--- src/rtl/framebuffer_writer.sv ---
`timescale 1ns/1ps
// Double-buffered framebuffer writer: clips rasterizer pixels into the hidden buffer, clears it and swaps buffers.
// Pixel writes land 2 cycles after acceptance at 1/cycle; ready drops whenever a clear or swap is in progress.

module framebuffer_writer #(
    parameter int  H_RES       = 320,
    parameter int  V_RES       = 180,
    parameter int  COORD_WIDTH = 32,
    parameter int  COLOR_WIDTH = 8,
    localparam int FB_SIZE     = H_RES * V_RES,
    localparam int ADDR_WIDTH  = $clog2(2 * FB_SIZE)
) (
    input  logic                          clk_in,
    input  logic                          rst_in,
    input  logic signed [COORD_WIDTH-1:0] x_in,
    input  logic signed [COORD_WIDTH-1:0] y_in,
    input  logic                          pixel_valid,
    input  logic        [COLOR_WIDTH-1:0] color_in,
    input  logic                          raster_done,
    input  logic                          clear_start,
    input  logic        [COLOR_WIDTH-1:0] clear_color,
    output logic                          ready,
    output logic                          busy,
    output logic        [ADDR_WIDTH-1:0]  fb_addr,
    output logic        [COLOR_WIDTH-1:0] fb_data,
    output logic                          fb_we,
    output logic                          display_sel,
    output logic                          frame_done,
    output logic                          clear_done,
    output logic        [15:0]            clip_count
);

    typedef enum logic [1:0] {
        IDLE  = 2'd0,
        DRAIN = 2'd1,
        CLEAR = 2'd2,
        SWAP  = 2'd3
    } state_t;

    localparam logic        [ADDR_WIDTH-1:0]  FB_SIZE_A = ADDR_WIDTH'(FB_SIZE);
    localparam logic        [ADDR_WIDTH-1:0]  H_RES_A   = ADDR_WIDTH'(H_RES);
    localparam logic signed [COORD_WIDTH-1:0] H_LIM     = COORD_WIDTH'(H_RES);
    localparam logic signed [COORD_WIDTH-1:0] V_LIM     = COORD_WIDTH'(V_RES);

    state_t                 state;
    logic                   pending;
    logic [ADDR_WIDTH-1:0]  clr_idx;
    logic [COLOR_WIDTH-1:0] clr_color;

    logic                   s1_vld;
    logic                   s1_clip;
    logic [ADDR_WIDTH-1:0]  s1_x;
    logic [ADDR_WIDTH-1:0]  s1_yoff;
    logic [COLOR_WIDTH-1:0] s1_color;
    logic                   s2_vld;

    logic                   accept;
    logic                   pipe_empty;
    logic [ADDR_WIDTH-1:0]  draw_base;

    assign accept     = pixel_valid && ready;
    assign pipe_empty = !s1_vld && !s2_vld;
    assign draw_base  = display_sel ? '0 : FB_SIZE_A;
    assign busy       = (state != IDLE);

    // Control FSM; ready is registered from the state being entered so it always matches the current state.
    always_ff @(posedge clk_in or negedge rst_in) begin
        if (!rst_in) begin
            state       <= IDLE;
            ready       <= 1'b0;
            display_sel <= 1'b0;
            frame_done  <= 1'b0;
            clear_done  <= 1'b0;
            pending     <= 1'b0;
            clr_idx     <= '0;
            clr_color   <= '0;
        end else begin
            frame_done <= 1'b0;
            clear_done <= 1'b0;
            case (state)
                IDLE: begin
                    if (clear_start) begin
                        state     <= DRAIN;
                        ready     <= 1'b0;
                        clr_color <= clear_color;
                        if (raster_done) begin
                            pending <= 1'b1;
                        end
                    end else if (raster_done || pending) begin
                        state   <= SWAP;
                        ready   <= 1'b0;
                        pending <= 1'b0;
                    end else begin
                        ready <= 1'b1;
                    end
                end
                DRAIN: begin
                    ready <= 1'b0;
                    if (raster_done) begin
                        pending <= 1'b1;
                    end
                    if (pipe_empty) begin
                        state   <= CLEAR;
                        clr_idx <= '0;
                    end
                end
                CLEAR: begin
                    if (raster_done) begin
                        pending <= 1'b1;
                    end
                    // One extra cycle after the last write so clear_done trails it and ready stays low throughout.
                    if (clr_idx == FB_SIZE_A) begin
                        state      <= IDLE;
                        ready      <= 1'b1;
                        clear_done <= 1'b1;
                    end else begin
                        ready   <= 1'b0;
                        clr_idx <= clr_idx + ADDR_WIDTH'(1);
                    end
                end
                SWAP: begin
                    if (pipe_empty) begin
                        state       <= IDLE;
                        ready       <= 1'b1;
                        display_sel <= !display_sel;
                        frame_done  <= 1'b1;
                    end else begin
                        ready <= 1'b0;
                    end
                end
                default: begin
                    state <= IDLE;
                    ready <= 1'b0;
                end
            endcase
        end
    end

    // Pixel stage 1: capture coordinates, classify off-screen pixels, precompute the row offset.
    always_ff @(posedge clk_in or negedge rst_in) begin
        if (!rst_in) begin
            s1_vld   <= 1'b0;
            s1_clip  <= 1'b0;
            s1_x     <= '0;
            s1_yoff  <= '0;
            s1_color <= '0;
        end else begin
            s1_vld <= accept;
            if (accept) begin
                s1_clip  <= (x_in < 0) || (x_in >= H_LIM) || (y_in < 0) || (y_in >= V_LIM);
                s1_x     <= ADDR_WIDTH'(unsigned'(x_in));
                s1_yoff  <= ADDR_WIDTH'(unsigned'(y_in)) * H_RES_A;
                s1_color <= color_in;
            end
        end
    end

    // Stage 2 and the clear sweep share the write port; the FSM guarantees they never overlap.
    always_ff @(posedge clk_in or negedge rst_in) begin
        if (!rst_in) begin
            s2_vld     <= 1'b0;
            fb_we      <= 1'b0;
            fb_addr    <= '0;
            fb_data    <= '0;
            clip_count <= '0;
        end else begin
            s2_vld <= s1_vld;
            if (state == CLEAR && clr_idx != FB_SIZE_A) begin
                fb_we   <= 1'b1;
                fb_addr <= draw_base + clr_idx;
                fb_data <= clr_color;
            end else begin
                fb_we <= s1_vld && !s1_clip;
                if (s1_vld && !s1_clip) begin
                    fb_addr <= draw_base + s1_yoff + s1_x;
                    fb_data <= s1_color;
                end
            end
            if (s1_vld && s1_clip && clip_count != 16'hFFFF) begin
                clip_count <= clip_count + 16'd1;
            end
        end
    end

endmodule

--- config.mk ---
export PLATFORM = sky130hd
export DESIGN_NAME = framebuffer_writer
export DESIGN_NICKNAME = d
export VERILOG_FILES = /design/src/rtl/framebuffer_writer.sv
export SDC_FILE = /design/constraint.sdc
export NUM_CORES = 1
export LEC_CHECK = 0
export CAP_MARGIN = 20
export CORE_ASPECT_RATIO = 0.6
export CORE_MARGIN = 2
export CORE_UTILIZATION = 50
export CTS_CLUSTER_DIAMETER = 150
export DETAILED_ROUTE_END_ITERATION = 10
export GPL_TIMING_DRIVEN = 0
export HOLD_SLACK_MARGIN = 0.05
export PLACE_DENSITY = 0.9
export SETUP_SLACK_MARGIN = 0.3
export SLEW_MARGIN = 0
export SYNTH_ARGS = -nofsm -noshare
export SYNTH_HDL_FRONTEND = slang
export SYNTH_SLANG_ARGS = --single-unit
--- constraint.sdc ---
create_clock -name clk_in -period 2.9 [get_ports clk_in]
set_input_delay 0.58 -clock clk_in [delete_from_list [all_inputs] [get_ports clk_in]]
set_output_delay 0.58 -clock clk_in [all_outputs]
set_load 0.01 [all_outputs]
==> flow_summary.json, run 1 <==
{
  "setup_violations": 0,
  "slew_headroom_pct": 42.16,
  "cpLargestDelayFamily": "adder cells",
  "initial_core_util_pct": 51.30,
  "p_leak_nw": 3.673,
  "cts_tree": "yes",
  "cp_data_arrival_time_ns": 3.08,
  "hold_buffers": 0,
  "use_met1_pct": 35.20,
  "slowest_stage": "fa_1",
  "yosys_warnings": 0,
  "gp_congestion": 0.9349,
  "final_util_pct": 70.26,
  "die_area_mm2": 0.01335,
  "synth_edf_count": 0,
  "route.detailed.drc": 0,
  "area_growth_pct": 36.96,
  "post-synth-top-area-cell": "dfrtp_1",
  "register_area_mm2": 0.002828,
  "clock_skew_ns": 0.009510,
  "met3_usage_pct": 7.778,
  "htree_levels": 4,
  "grt_pass1_wl_um": 27720,
  "worst_pin_slew_ns": 0.8676,
  "grt_pass1_vias": 5414,
  "vias": 5482,
  "netlist.area_leader.share_pct": 45.55,
  "io_buffers": 131,
  "setup_slack_ns": 0.1021,
  "slowest_delay_ns": 0.55,
  "initialDrtViolationCount": 443,
  "yosysMostFrequentCell": "dfrtp_1",
  "fill_cells": 831,
  "cp_num_buf_inv": 1,
  "finalPower_mw": 8.717,
  "maxCapViolCount": 0,
  "rsz0062_at_grt": "yes",
  "startpoint_type": "flop",
  "routed_wl_um": 17690,
  "min_path_type": "input port to asynchronous set/reset pin",
  "core_mm2": 0.01210,
  "outcome": "complete, no violations",
  "diodes": 0,
  "grt-ovfl-total": 0,
  "die_y_um": 90.32,
  "syn_avg_cell_area_um2": 10.47,
  "post-route-period-util_pct": 96.48,
  "antenna_found_initial": 1,
  "clock.fmax_mhz": 357.4,
  "worstPathMaxFanout": 6,
  "synthTopCellsByCount": "dfrtp_1 (113), nand2_1 (57), ha_1 (42)",
  "cts_made_buffers": 17,
  "grtUsageMet2_pct": 42.17,
  "worstSkewPairLatency_ns": 0.42,
  "netlist_instances": 593,
  "ys_types": 56,
  "nNetsFinal": 885,
  "synthFlopType": "dfrtp_1",
  "drt-wirelength-per-cell_um": 19.03,
  "cts_sinks": 113,
  "via_per_inst": 5.895,
  "seq_area_frac_synth_pct": 45.55,
  "period_minus_slack_ns": 2.798,
  "synthesis.area_mm2": 0.006208,
  "grt_max_degree": 68,
  "timing.final.max_slew_violations": 0,
  "clk_path_buf_depth": 2,
  "fp.dieW_um": 147.9,
  "ant_nets": 0,
  "cts_root_buf": "clkbuf_16",
  "busiest_layer": "met2",
  "clk_transition_reported_paths_ns": 0.06,
  "yosys_register_bits": 113,
  "rows": 31,
  "irDropWorstVdd_uv": 670.8,
  "timing.hold.ws_ns": 0.2651,
  "critPathKind": "flop to flop",
  "syn-num-nets": 726,
  "drtPass1Iterations": 7,
  "end_kind": "flop",
  "hpwl_um": 12590,
  "worstPathRequired_ns": 3.18,
  "pin_count": 132,
  "multi_input_area_mm2": 0.003324,
  "synth_area_leaders": "dfrtp_1 (46%), ha_1 (8.5%), mux2_2 (7.4%)",
  "track_usage_pct": 26.52,
  "synthArstFlopShare_pct": 100.0,
  "hold_violations": 0,
  "p_per_area_mw_per_mm2": 1025,
  "worstPathCellList": "clkinvlp_4 > fa_1 > ha_2 > or3_1 > a2111oi_4 > nor3_1 > o41ai_1 > nor3b_1",
  "place_ws_ns": -0.09803,
  "layout-drive-gt1-share_pct": 14.12
}
## layout by cell type, fill, tap and decap left out, types with 3 or more instances in the layout
| cell | instances |
|---|---|
| buf_4 | 9 |
| ha_1 | 40 |
| nor3_1 | 15 |
| clkinvlp_4 | 5 |
| buf_2 | 5 |
| nand2_1 | 57 |
| nand3_1 | 17 |
| nand4_1 | 10 |
| fa_1 | 4 |
| or3_1 | 9 |
| mux2_2 | 41 |
| inv_1 | 18 |
| o21ai_0 | 26 |
| xor2_1 | 8 |
| and2_1 | 3 |
| clkinv_2 | 4 |
| mux2i_1 | 11 |
| clkdlybuf4s50_1 | 130 |
| a21oi_1 | 21 |
| o21a_1 | 4 |
| nor3b_1 | 5 |
| and4_1 | 7 |
| xnor2_1 | 30 |
| nand2b_1 | 3 |
| and3_1 | 8 |
| dfrtp_1 | 113 |
| nor4_1 | 15 |
| clkbuf_1 | 15 |
| a211oi_1 | 3 |
| clkbuf_16 | 17 |
| nor2_1 | 39 |
| a31oi_1 | 13 |
## through the flow
| step | TNS, ns | area [µm²] | std cells |
|---|---|---|---|
| detailed placement | -0.1274 | 7751 | 890 |
| finish | 0 | 8503 | 930 |
| global placement | -315.88 | 7726 | 889 |
| global route | 0 | 8503 | 930 |
| CTS | 0 | 8458 | 928 |
| floorplan | 0 | 6208 | 593 |
## worst register-to-register path: cells and delay by family, from the launching register on
| kind | cells | cell delay [ns] |
|---|---|---|
| adders and majority gates | 2 | 0.80 |
| and+or+nand+nor | 3 | 0.68 |
| AOI/OAI and AO/OA | 2 | 0.56 |
| DFF | 1 | 0.39 |
| buffers and inverters | 1 | 0.22 |
## metal layers
metal,vias to the layer above,wire length [µm]
met5,-,0
met4,0,417
met3,50,1459
met2,275,8307
met1,2685,7511
li1,2472,-
## power breakdown
group,leakage (nW),internal [mW],switching [mW]
combinational,1.97,1.94,2.21
sequential,1.43,2.12,0.393
clock,0.276,1.28,0.767
total,3.67,5.35,3.37
## kinds of logic (layout without fill, tap and decap cells)
kind of cell	Yosys count	in the layout	synth area share (%)
simple gates	204	204	16.73
buf+inv	40	212	2.660
fa+ha+maj	48	48	10.40
xor+xnor	39	39	5.502
mux	52	52	9.210
flops	113	113	45.55
compound gates	97	97	9.956
## what timing repair did
action,4_1_cts,5_1_grt
gates resized for setup,16,7
setup endpoints to repair,6,8
setup buffers,6,2
pin swaps,6,6
endpoints found under the hold margin,0,0
## flip-flops by register name, summed over array words and instances, names as in the netlist, 2 cells and up
name,flops
fb_data,8
state,2
clr_idx,17
clip_count,16
fb_addr,17
s1_color,8
s1_yoff,11
clr_color,8
s1_x,17
## cell type report
type	instances	share of cell area (%)
multi-input combinational	440	39.10
sequential	113	33.25
timing repair buffer	140	16.42
clock buffer	19	5.209
tap	165	2.428
clock inverter	13	1.604
buffer	21	1.104
inverter	19	0.8829
## final timing paths
| check | startpoint | to | slack [ns] | cells past startpoint |
|---|---|---|---|---|
| min in group clk_in | s1_yoff[11] | s1_yoff[11] | 0.50 | 2 |
| hold reg to reg | s1_yoff[11] | s1_yoff[11] | 0.50 | 2 |
| max in group asynchronous | rst_in | s1_x[5] | 1.89 | 2 |
| hold / removal | rst_in | fb_data[0] | 0.27 | 1 |
| setup reg to reg | display_sel | fb_addr[14] | 0.10 | 8 |
| setup / recovery | display_sel | fb_addr[14] | 0.10 | 8 |
No activity file was read; power rests on OpenSTA's default activity.
==> run 2, diff against run 1 <==
Settings changed: SKIP_CTS_REPAIR_TIMING set to 1.
==> run 2 against run 1 <==
The run now ends with setup timing left. Register-to-register slack lost 0.19 ns. Via count increased by 1.6%. Non-clock buffer count is 1 higher. Clock skew increased by 0.00066 ns. Critical path depth grew 1. Setup slack got worse by 0.19 ns. Count of clock-buffer cells in the layout unchanged. Maximum frequency down 6.3%. Hold slack improved by 0.00093 ns. Critical path type unchanged. Largest cell class unchanged. Largest power group unchanged.
==> flow_summary.json, run 2 (synthesis gave the netlist of run 1 again) <==
{
  "startpoint_type": "flop",
  "setup_tns_ns": -0.08735,
  "gp_congestion": 0.9349,
  "switching_power_mw": 3.391,
  "placed_cells": 890,
  "r2r_slack_ns": -0.09,
  "hold_violations": 0,
  "die_y_um": 90.32,
  "worstPathMaxFanout": 6,
  "clockPowerShare_pct": 23.6,
  "cts_sinks": 113,
  "grt-ovfl-total": 0,
  "drtPass1Iterations": 8,
  "worst_pin_slew_ns": 0.8573,
  "timing.final.max_slew_violations": 0,
  "antenna_found_initial": 1,
  "cp_data_arrival_time_ns": 3.28,
  "final_util_pct": 70.48,
  "post-route-period-util_pct": 103.0,
  "vias": 5572,
  "via_per_inst": 5.985,
  "htree_levels": 4,
  "clk_transition_reported_paths_ns": 0.06,
  "nNetsFinal": 886,
  "multi_input_area_mm2": 0.003327,
  "worstSkewPairLatency_ns": 0.42,
  "combPwrFrac_pct": 47.6,
  "slew_headroom_pct": 42.85,
  "reg_top3": "clr_idx: 17 flops, fb_addr: 17 flops, s1_x: 17 flops",
  "cts_root_buf": "clkbuf_16",
  "outcome": "complete, but fails checks",
  "drt-wirelength-per-cell_um": 19.54,
  "layout.cells.non_filler": 931,
  "fp.dieW_um": 147.9,
  "clock.fmax_mhz": 334.7,
  "grt_pass1_wl_um": 27130,
  "cts_tree": "yes",
  "irDropWorstVdd_uv": 546.0,
  "route.detailed.drc": 0,
  "p_leak_nw": 3.682,
  "hpwl_um": 12590,
  "finalPower_mw": 8.735,
  "grt_pass1_vias": 5361,
  "register_area_mm2": 0.002828,
  "track_usage_pct": 25.83,
  "timing.hold.ws_ns": 0.2660,
  "end_kind": "flop",
  "rows": 31,
  "violations": "setup timing",
  "area_growth_pct": 37.38,
  "mostFrequentLayoutCells": "clkdlybuf4s50_1 (130), dfrtp_1 (113), nand2_1 (57), mux2_2 (41), ha_1 (40)",
  "routed_wl_um": 18200,
  "diodes": 0,
  "switching_share_pct": 38.82,
  "io_buffers": 131,
  "core_mm2": 0.01210,
  "clock_skew_ns": 0.01017,
  "worstPathRequired_ns": 3.19,
  "die_area_mm2": 0.01335,
  "p_int_mw": 5.344,
  "p_per_area_mw_per_mm2": 1024,
  "initial_core_util_pct": 51.30,
  "sequentialPowerShare_pct": 28.8,
  "setup_violations": 1,
  "grt_max_degree": 68,
  "final_common_cell": "clkdlybuf4s50_1",
  "clk_path_buf_depth": 2,
  "initialDrtViolationCount": 509,
  "maxCapViolCount": 0,
  "layout-drive-gt1-share_pct": 14.49,
  "fill_cells": 828,
  "min_path_type": "input port to asynchronous set/reset pin",
  "critPathKind": "flop to flop",
  "period_minus_slack_ns": 2.987,
  "ant_nets": 0,
  "pin_count": 132,
  "setup_slack_ns": -0.08735,
  "cts_made_buffers": 17,
  "rsz0062_at_grt": "yes"
}
==> run 2: changes by cell type in the layout (fill, tap and decap cells not counted), sizes merged <==
cell / change
buf: +1
==> run 2: stage by stage <==
step                      instance area (µm²)  setup WS (ns)
after detailed placement                 7751       -0.09803
after global placement                   7726         -2.804
final                                    8529       -0.08735
after global routing                     8529        -0.1400
after CTS                                8330        -0.3223
after floorplan                          6208         0.3462
==> run 2: worst paths after layout <==
path | endpoint | cells after the start | startpoint
hold / removal | fb_data[0] | 1 | rst_in
hold reg to reg | s1_yoff[11] | 2 | s1_yoff[11]
max in group asynchronous | s1_x[5] | 2 | rst_in
setup reg to reg | fb_addr[14] | 9 | display_sel
setup / recovery | fb_addr[14] | 9 | display_sel
min in group clk_in | s1_yoff[11] | 2 | s1_yoff[11]
==> run 2: final cells by class <==
type	count	share of cell area, %
Buffer	21	1.100
Clock buffer	19	5.193
Clock inverter	13	1.599
Inverter	19	0.8802
Multi-Input combinational cell	440	39.01
Sequential cell	113	33.15
Tap cell	165	2.420
Timing Repair Buffer	141	16.65
==> run 2: power groups by stage <==
stage	Combinational (mW)	Clock, mW	Sequential, mW
floorplan	2.18	0	2.49
global placement	3.22	0	2.48
detailed placement	3.44	0	2.52
CTS	3.53	2.06	2.50
global route	4.49	2.14	2.57
finish	4.15	2.06	2.52
==> run 2: per-layer routing <==
metal | vias up | track usage [%] | wire [µm]
met2 | 338 | 40.19 | 8497
met5 | - | 0 | 0
li1 | 2477 | - | -
met3 | 73 | 7.576 | 1708
met4 | 0 | 8.333 | 558
met1 | 2684 | 35.03 | 7432
==> run 2: worst max-delay path: stages, from the launching register on <==
cell and delay [ns]:
dfrtp_1 0.39, clkinvlp_4 0.21, buf_12 0.18, fa_1 0.55, ha_4 0.23, or3_4 0.42, a2111oi_4 0.28, nor3_2 0.11
o41ai_1 0.37, nor3b_1 0.10
==> run 3, diff against run 2 <==
Settings changed: SKIP_CTS_REPAIR_TIMING 1 to unset, TNS_END_PERCENT set to 30.
==> run 3 against run 2 <==
The flow now finishes without violations. Combinational power shrank 2%. Sequential power about the same. Critical endpoint unchanged. Cell count shrank 0.11%. Critical path type unchanged. Register-to-register slack better by 0.21 ns. Non-clock buffer count fell by 1. Total power down 1.0%. Wire length is 3.3% lower.
==> flow_summary.json, run 3 (synthesis gave the netlist of run 1 again) <==
{
  "cts_made_buffers": 17,
  "rows": 31,
  "place_ws_ns": -0.09803,
  "maxCapViolCount": 0,
  "irDropWorstVdd_uv": 686.7,
  "timing.hold.ws_ns": 0.2684,
  "reg_top3": "clr_idx: 17 flops, fb_addr: 17 flops, s1_x: 17 flops",
  "switching_power_mw": 3.311,
  "worst_pin_slew_ns": 0.8580,
  "pin_count": 132,
  "clk_transition_reported_paths_ns": 0.06,
  "cts_root_buf": "clkbuf_16",
  "grt_max_degree": 68,
  "sequentialPowerShare_pct": 29.1,
  "post-route-period-util_pct": 95.72,
  "drt-wirelength-per-cell_um": 18.93,
  "worstPathRequired_ns": 3.19,
  "p_per_area_mw_per_mm2": 1019,
  "routed_wl_um": 17600,
  "hold_violations": 0,
  "end_kind": "flop",
  "hold_buffers": 0,
  "worstSkewPairLatency_ns": 0.42,
  "worstPathMaxFanout": 5,
  "vias": 5470,
  "r2r_slack_ns": 0.12,
  "clock_skew_ns": 0.006375,
  "htree_levels": 4,
  "startpoint_type": "flop",
  "timing.final.max_slew_violations": 0,
  "mostFrequentLayoutCells": "clkdlybuf4s50_1 (130), dfrtp_1 (113), nand2_1 (57), mux2_2 (41)",
  "rsz0062_at_grt": "yes",
  "critPathKind": "flop to flop",
  "period_minus_slack_ns": 2.776,
  "track_usage_pct": 26.51,
  "layout-drive-gt1-share_pct": 13.73,
  "clk_path_buf_depth": 2,
  "initialDrtViolationCount": 441,
  "final_common_cell": "clkdlybuf4s50_1",
  "ant_nets": 0,
  "fp.dieW_um": 147.9,
  "setup_slack_ns": 0.1240,
  "outcome": "complete, no violations",
  "initial_core_util_pct": 51.30,
  "min_path_type": "input port to asynchronous set/reset pin",
  "cts_sinks": 113,
  "switching_share_pct": 38.30,
  "grt_pass1_wl_um": 27690,
  "slew_headroom_pct": 42.80,
  "gp_congestion": 0.9349,
  "grt-ovfl-total": 0,
  "cts_tree": "yes",
  "core_mm2": 0.01210,
  "final_util_pct": 70.08,
  "route.detailed.drc": 0,
  "die_y_um": 90.32,
  "nNetsFinal": 885,
  "clock.fmax_mhz": 360.2,
  "die_area_mm2": 0.01335,
  "drtPass1Iterations": 5,
  "p_leak_nw": 3.663,
  "setup_violations": 0,
  "antenna_found_initial": 1,
  "p_int_mw": 5.333,
  "hpwl_um": 12590,
  "clockPowerShare_pct": 23.8,
  "via_per_inst": 5.882,
  "grt_pass1_vias": 5412,
  "io_buffers": 131,
  "combPwrFrac_pct": 47.2,
  "diodes": 0,
  "cp_data_arrival_time_ns": 3.07,
  "area_growth_pct": 36.60
}
## run 3: repair_timing
action                                  4_1_cts  5_1_grt
setup buffers                                 6        2
gates resized for setup                      13        4
endpoints found under the setup margin        6        8
pin swaps                                     4        4
## run 3: power groups by stage
stage          clock network, mW  logic (mW)  registers (mW)
2_1_floorplan                  0        2.18            2.49
3_3_place_gp                   0        3.22            2.48
3_5_place_dp                   0        3.44            2.52
4_1_cts                     2.06        3.86            2.50
5_1_grt                     2.13        4.42            2.57
6_report                    2.05        4.08            2.51
## run 3: worst paths after layout
check | endpoint | depth (start not counted) | startpoint
setup / recovery | fb_addr[14] | 9 | display_sel
hold / removal | fb_data[0] | 1 | rst_in
setup reg to reg | fb_addr[14] | 9 | display_sel
hold reg to reg | s1_yoff[11] | 2 | s1_yoff[11]
max in group asynchronous | s1_x[5] | 2 | rst_in
min in group clk_in | s1_yoff[11] | 2 | s1_yoff[11]
## run 3: metal layers
layer / share of wire [%] / global-route usage (%)
met2: 47 / 41.82
met3: 8.7 / 8.182
met5: 0 / 0
met1: 42 / 35.00
met4: 2.0 / 9.048
## run 3: stage by stage
stage	instance area, µm²	TNS (ns)	power, mW	std cells
finish	8481	0	8.643	930
detailed placement	7751	-0.1274	5.953	890
global route	8481	0	9.124	930
global placement	7726	-315.88	5.697	889
floorplan	6208	0	4.670	593
CTS	8443	0	8.415	928
## run 3: final cells by class
type                            instances  area, µm²
Clock buffer                           19      442.9
Sequential cell                       113       2828
Clock inverter                         13      136.4
Tap cell                              165      206.4
Timing Repair Buffer                  140       1396
Buffer                                 21      93.84
Fill cell                             841       3621
Multi-Input combinational cell        440       3302
Inverter                               19      75.07
## run 3: worst max-delay path, stage by stage (launching register included)
cell,delay [ns]
dfrtp_1,0.39
clkinvlp_4,0.22
fa_1,0.51
ha_1,0.31
a21o_1,0.20
buf_4,0.16
a2111oi_4,0.35
nor3_1,0.13
o41ai_1,0.27
nor3b_1,0.10
